==> config.mk <==
export PLATFORM = sky130hd
export DESIGN_NAME = operand_fetch
export DESIGN_NICKNAME = d
export VERILOG_FILES = /design/src/rtl/operand_fetch.sv
export SDC_FILE = /design/constraint.sdc
export NUM_CORES = 1
export LEC_CHECK = 0
export ABC_AREA = 1
export CORE_ASPECT_RATIO = 0.5
export CORE_MARGIN = 1
export CORE_UTILIZATION = 49
export DETAILED_ROUTE_END_ITERATION = 6
export PLACE_DENSITY = 0.85
export SLEW_MARGIN = 20
export SYNTH_ARGS = -nofsm -noshare
export SYNTH_HDL_FRONTEND = slang
export SYNTH_SLANG_ARGS = --single-unit
==> constraint.sdc <==
create_clock -name clk -period 2.7 [get_ports clk]
set_input_delay 0.675 -clock clk [delete_from_list [all_inputs] [get_ports clk]]
set_output_delay 0.675 -clock clk [all_outputs]
set_load 0.02 [all_outputs]
==> src/rtl/operand_fetch.sv <==
// rtl/operand_fetch.sv - operand-fetch sequencer ahead of a single-read-port register file
//
// Purpose:
//   Accepts a two-source request and reads the register file twice through
//   its single read port (srcA first, then srcB). The two operands are then
//   held for the execute stage under a valid/ready handshake. The register
//   file write port is snooped so that captured and held operands always
//   match the register file contents.
//
// Ports:
//   clk       in   1      clock, rising edge
//   reset     in   1      synchronous, active-high
//   reqValid  in   1      request present on srcA/srcB
//   reqReady  out  1      request accepted this cycle
//   srcA      in   ADDR   first source register address
//   srcB      in   ADDR   second source register address
//   readAddr  out  ADDR   register file read address
//   dOut      in   WIDTH  register file read data (combinational)
//   wbEnable  in   1      register file write enable (snooped)
//   wbAddr    in   ADDR   register file write address (snooped)
//   wbData    in   WIDTH  register file write data (snooped)
//   opValid   out  1      opA/opB valid for execute stage
//   opReady   in   1      execute stage accepts operands
//   opA       out  WIDTH  operand from srcA
//   opB       out  WIDTH  operand from srcB

module operand_fetch #(
  parameter int WIDTH = 8,
  parameter int ADDR  = 2
) (
  input  logic             clk,
  input  logic             reset,
  input  logic             reqValid,
  output logic             reqReady,
  input  logic [ADDR-1:0]  srcA,
  input  logic [ADDR-1:0]  srcB,
  output logic [ADDR-1:0]  readAddr,
  input  logic [WIDTH-1:0] dOut,
  input  logic             wbEnable,
  input  logic [ADDR-1:0]  wbAddr,
  input  logic [WIDTH-1:0] wbData,
  output logic             opValid,
  input  logic             opReady,
  output logic [WIDTH-1:0] opA,
  output logic [WIDTH-1:0] opB
);

  localparam logic [1:0] S_IDLE   = 2'd0;
  localparam logic [1:0] S_READ_A = 2'd1;
  localparam logic [1:0] S_READ_B = 2'd2;
  localparam logic [1:0] S_HOLD   = 2'd3;

  logic [1:0]       r_state;
  logic [ADDR-1:0]  r_addrA;
  logic [ADDR-1:0]  r_addrB;
  logic [WIDTH-1:0] r_opA;
  logic [WIDTH-1:0] r_opB;

  logic             w_accept;
  logic             w_hitA;
  logic             w_hitB;
  logic [WIDTH-1:0] w_fwdA;
  logic [WIDTH-1:0] w_fwdB;

  // A new request can be taken while idle, or in HOLD on the same edge the
  // execute stage consumes the current pair (back-to-back operation).
  assign reqReady = (r_state == S_IDLE) || ((r_state == S_HOLD) && opReady);
  assign w_accept = reqValid && reqReady;

  // Driven only from registered addresses so the read port never sees
  // glitches from the request inputs.
  assign readAddr = (r_state == S_READ_B) ? r_addrB : r_addrA;

  assign opValid = (r_state == S_HOLD);
  assign opA     = r_opA;
  assign opB     = r_opB;

  // Write-through bypass: a write landing on the same edge as the capture
  // is not yet visible on dOut, so take the write data directly.
  assign w_hitA = wbEnable && (wbAddr == r_addrA);
  assign w_hitB = wbEnable && (wbAddr == r_addrB);
  assign w_fwdA = w_hitA ? wbData : dOut;
  assign w_fwdB = w_hitB ? wbData : dOut;

  always_ff @(posedge clk) begin
    if (reset) begin
      r_state <= S_IDLE;
      r_addrA <= '0;
      r_addrB <= '0;
      r_opA   <= '0;
      r_opB   <= '0;
    end else begin
      if (w_accept) begin
        r_addrA <= srcA;
        r_addrB <= srcB;
      end

      case (r_state)
        S_IDLE: begin
          if (w_accept) begin
            r_state <= S_READ_A;
          end
        end

        S_READ_A: begin
          r_opA   <= w_fwdA;
          r_state <= S_READ_B;
        end

        S_READ_B: begin
          r_opB <= w_fwdB;
          // opA was captured last cycle; keep it coherent with a write now.
          if (w_hitA) begin
            r_opA <= wbData;
          end
          r_state <= S_HOLD;
        end

        S_HOLD: begin
          // Snoop against the addresses of the pair being held. On the exit
          // edge the update is harmless because the pair is discarded.
          if (w_hitA) begin
            r_opA <= wbData;
          end
          if (w_hitB) begin
            r_opB <= wbData;
          end
          if (opReady) begin
            r_state <= w_accept ? S_READ_A : S_IDLE;
          end
        end

        default: begin
          r_state <= S_IDLE;
        end
      endcase
    end
  end

endmodule

==> impl_metrics.env <==
export IMPL_status="finished clean"
export IMPL_antenna_found_initial=0
export IMPL_syn_nets=232
export IMPL_fillCellCount=218
export IMPL_grt_pass1_wl_mm=5.540
export IMPL_h_tree_depth=1
export IMPL_hold_viol=0
export IMPL_min_delay_start="opA[1]"
export IMPL_yosysSeqAreaShare_pct=31.37
export IMPL_drive_gt1_share_pct=14.00
export IMPL_fin_crit_sh_pct=96.94
export IMPL_holdCritPathClass="flip-flop to flip-flop"
export IMPL_drt_iter0_markers=90
export IMPL_synth_edf_count=0
export IMPL_ant_nets=0
export IMPL_setup_tns_ns=0
export IMPL_finalWeightedCongestion=0.8134
export IMPL_clkPwrFrac_pct=11.2
export IMPL_synthArstFlopShare_pct=0
export IMPL_cts_sinks=22
export IMPL_grt_util_all_layers_pct=24.96
export IMPL_worstPathRequired_ns=2.03
export IMPL_synth_most_common_cell="nand2_1"
export IMPL_timing_final_max_slew_violations=0
export IMPL_core_area_mm2=0.002651
export IMPL_r2r_end="opA[7]"
export IMPL_avgSynthCellArea_um2=6.984
export IMPL_drc_errors=0
export IMPL_grt_max_degree=14
export IMPL_hold_path_depth=2
export IMPL_synthToLayoutAreaGrowth_pct=39.75
export IMPL_synth_top_area_share_pct=31.37
export IMPL_finalClockSkew_ns=0.007607
export IMPL_synth_commonest_cells="nand2_1, inv_1, nand3_1"
export IMPL_rsz0062_at_grt="no"
export IMPL_grt_pass1_vias=1143
export IMPL_cts_tree="done"
export IMPL_dpl_hpwl_mm=2.819
export IMPL_cts_resized=0
export IMPL_slew_headroom_pct=73.52
export IMPL_seq_area_um2=440.4
export IMPL_fin_nets=283
export IMPL_synthFlopType="dfxtp_1"
export IMPL_p_sw_share_pct=44.47
export IMPL_drt_wl_total_mm=3.495
export IMPL_setup_violations=0
export IMPL_power_frac_seq_pct=29.2
export IMPL_clockBufferDepth=2
export IMPL_syn_area_mm2=0.001404
export IMPL_worst_pin_slew_ns=0.3967
export IMPL_vias_per_cell=4.951
export IMPL_crit_type="input pin to output port"
export IMPL_r2r_cells=7
export IMPL_switchingPower_uw=780.1
export IMPL_netlist_cell_type_count=23
export IMPL_start_util_pct=52.95
export IMPL_setup_ws_ns=0.08253
export IMPL_postCtsSetupBuffers=0
export IMPL_fmax_ghz=0.3820
export IMPL_irDropWorstVdd_v=0.0006654
export IMPL_p_int_uw=974.2
export IMPL_endpoint_kind="output port"
export IMPL_place_ws_ns=0.08247
export IMPL_multi_input_area_um2=814.5
export IMPL_overflow=0
export IMPL_routedWlPerCell_um=12.18
export IMPL_die_w_um=77.70
export IMPL_r2r_slack_ns=1.16
export IMPL_hold_buffers=0
export IMPL_hold_end="opA[1]"
export IMPL_yosys_warnings=0
export IMPL_final_min_clock_period_ns=2.617
export IMPL_die_area_mm2=0.003096
export IMPL_clock_latency_ns=0.26
export IMPL_synthCells=201
export IMPL_diodes=0
export IMPL_port_buffers=46
export IMPL_final_util_pct=74.00
export IMPL_worstPathArrival_ns=1.94
export IMPL_die_h_um=39.85
export IMPL_boundaryPins=47
export IMPL_crit_reg2reg_launch="r_state[1]"
export IMPL_cts_buffers=3
export IMPL_num_vias=1421
export IMPL_cap_violations=0
export IMPL_critPathMaxFanout=2
export IMPL_start_kind="input pin"
export IMPL_clk_pin_slew_worst_paths_ns=0.07
export IMPL_synth_largest_area_cell="dfxtp_1"
export IMPL_root_buffer="clkbuf_8"
export IMPL_p_leak_nw=0.8908
export IMPL_synth_seq_cells=22
export IMPL_total_power_mw=1.754
export IMPL_comb_power_share_pct=59.7
export IMPL_dr_pass1_iters=4
export IMPL_row_count=13
export IMPL_synth_area_top_cells="dfxtp_1, nand2_1, nand3_1, inv_1, a21oi_2"
export IMPL_p_per_area_mw_per_mm2=894.2
==> power by group through the flow <==
stage | logic (mW) | registers, mW | clock network, mW
2_1_floorplan | 0.586 | 0.607 | 0
3_3_place_gp | 1.01 | 0.511 | 0
3_5_place_dp | 1.04 | 0.517 | 0
4_1_cts | 1.05 | 0.510 | 0.201
5_1_grt | 1.15 | 0.524 | 0.223
6_report | 1.05 | 0.512 | 0.196
==> metal layers <==
layer  part of all wire (%)  vias up  GRT usage (%)
met3                    4.4        7          6.047
met1                     48      643          32.75
met5                      0        -              0
met4                    1.3        0          6.604
met2                     47       30          41.59
li1                       -      741              -
==> stage by stage <==
step | std cells | instance area (µm²) | hold slack (ns)
after floorplan | 201 | 1404 | 0.4587
after global placement | 284 | 1916 | 0.4752
after detailed placement | 284 | 1916 | 0.4788
after CTS | 287 | 1957 | 0.4898
after global routing | 287 | 1962 | 0.5040
final | 287 | 1962 | 0.4879
==> worst max path at each step <==
stage / from / end / slack, ns / cells past startpoint
floorplan: r_state[0] / readAddr[0] / 0.78 / 3
global placement: opReady / reqReady / 0.14 / 4
detailed placement: opReady / reqReady / 0.08 / 4
CTS: opReady / reqReady / 0.07 / 4
global route: opReady / reqReady / 0.05 / 4
finish: opReady / reqReady / 0.08 / 4
==> layout by cell type (no fill, tap or decap), types with 4 or more instances in the layout <==
| cell type | n |
|---|---|
| a21oi_1 | 13 |
| a21oi_2 | 9 |
| clkdlybuf4s50_1 | 45 |
| dfxtp_1 | 22 |
| inv_1 | 32 |
| nand2_1 | 52 |
| nand2_4 | 4 |
| nand3_1 | 32 |
| nor2_1 | 6 |
| o21ai_1 | 5 |
==> worst max-delay path: stages <==
cell and delay (ns):
clkdlybuf4s50_1 0.50, nand2_1 0.07, nand2_1 0.09, clkdlybuf4s50_1 0.61
==> layout make-up <==
class,count,area share [%]
Multi-Input combinational cell,140,41.52
Timing Repair Buffer,48,24.36
Sequential cell,22,22.45
Inverter,37,7.207
Tap cell,37,2.360
Clock buffer,3,2.105
==> sequential cells by signal (all words and copies together) (netlist names) <==
register	flops
opB	8
r_addrA	2
r_addrB	2
r_state	2
opA	8
==> kinds of logic after synthesis <==
group                      Yosys count  share of synthesized area, %
AOI/OAI and AO/OA                   31                         14.53
xor gates and xnor gates             1                         1.159
adders and majority gates            4                         3.565
buffers and inverters               39                         10.78
DFF                                 22                         31.37
and+or+nand+nor                    104                         38.59
Power figures use the tool's default switching activity.
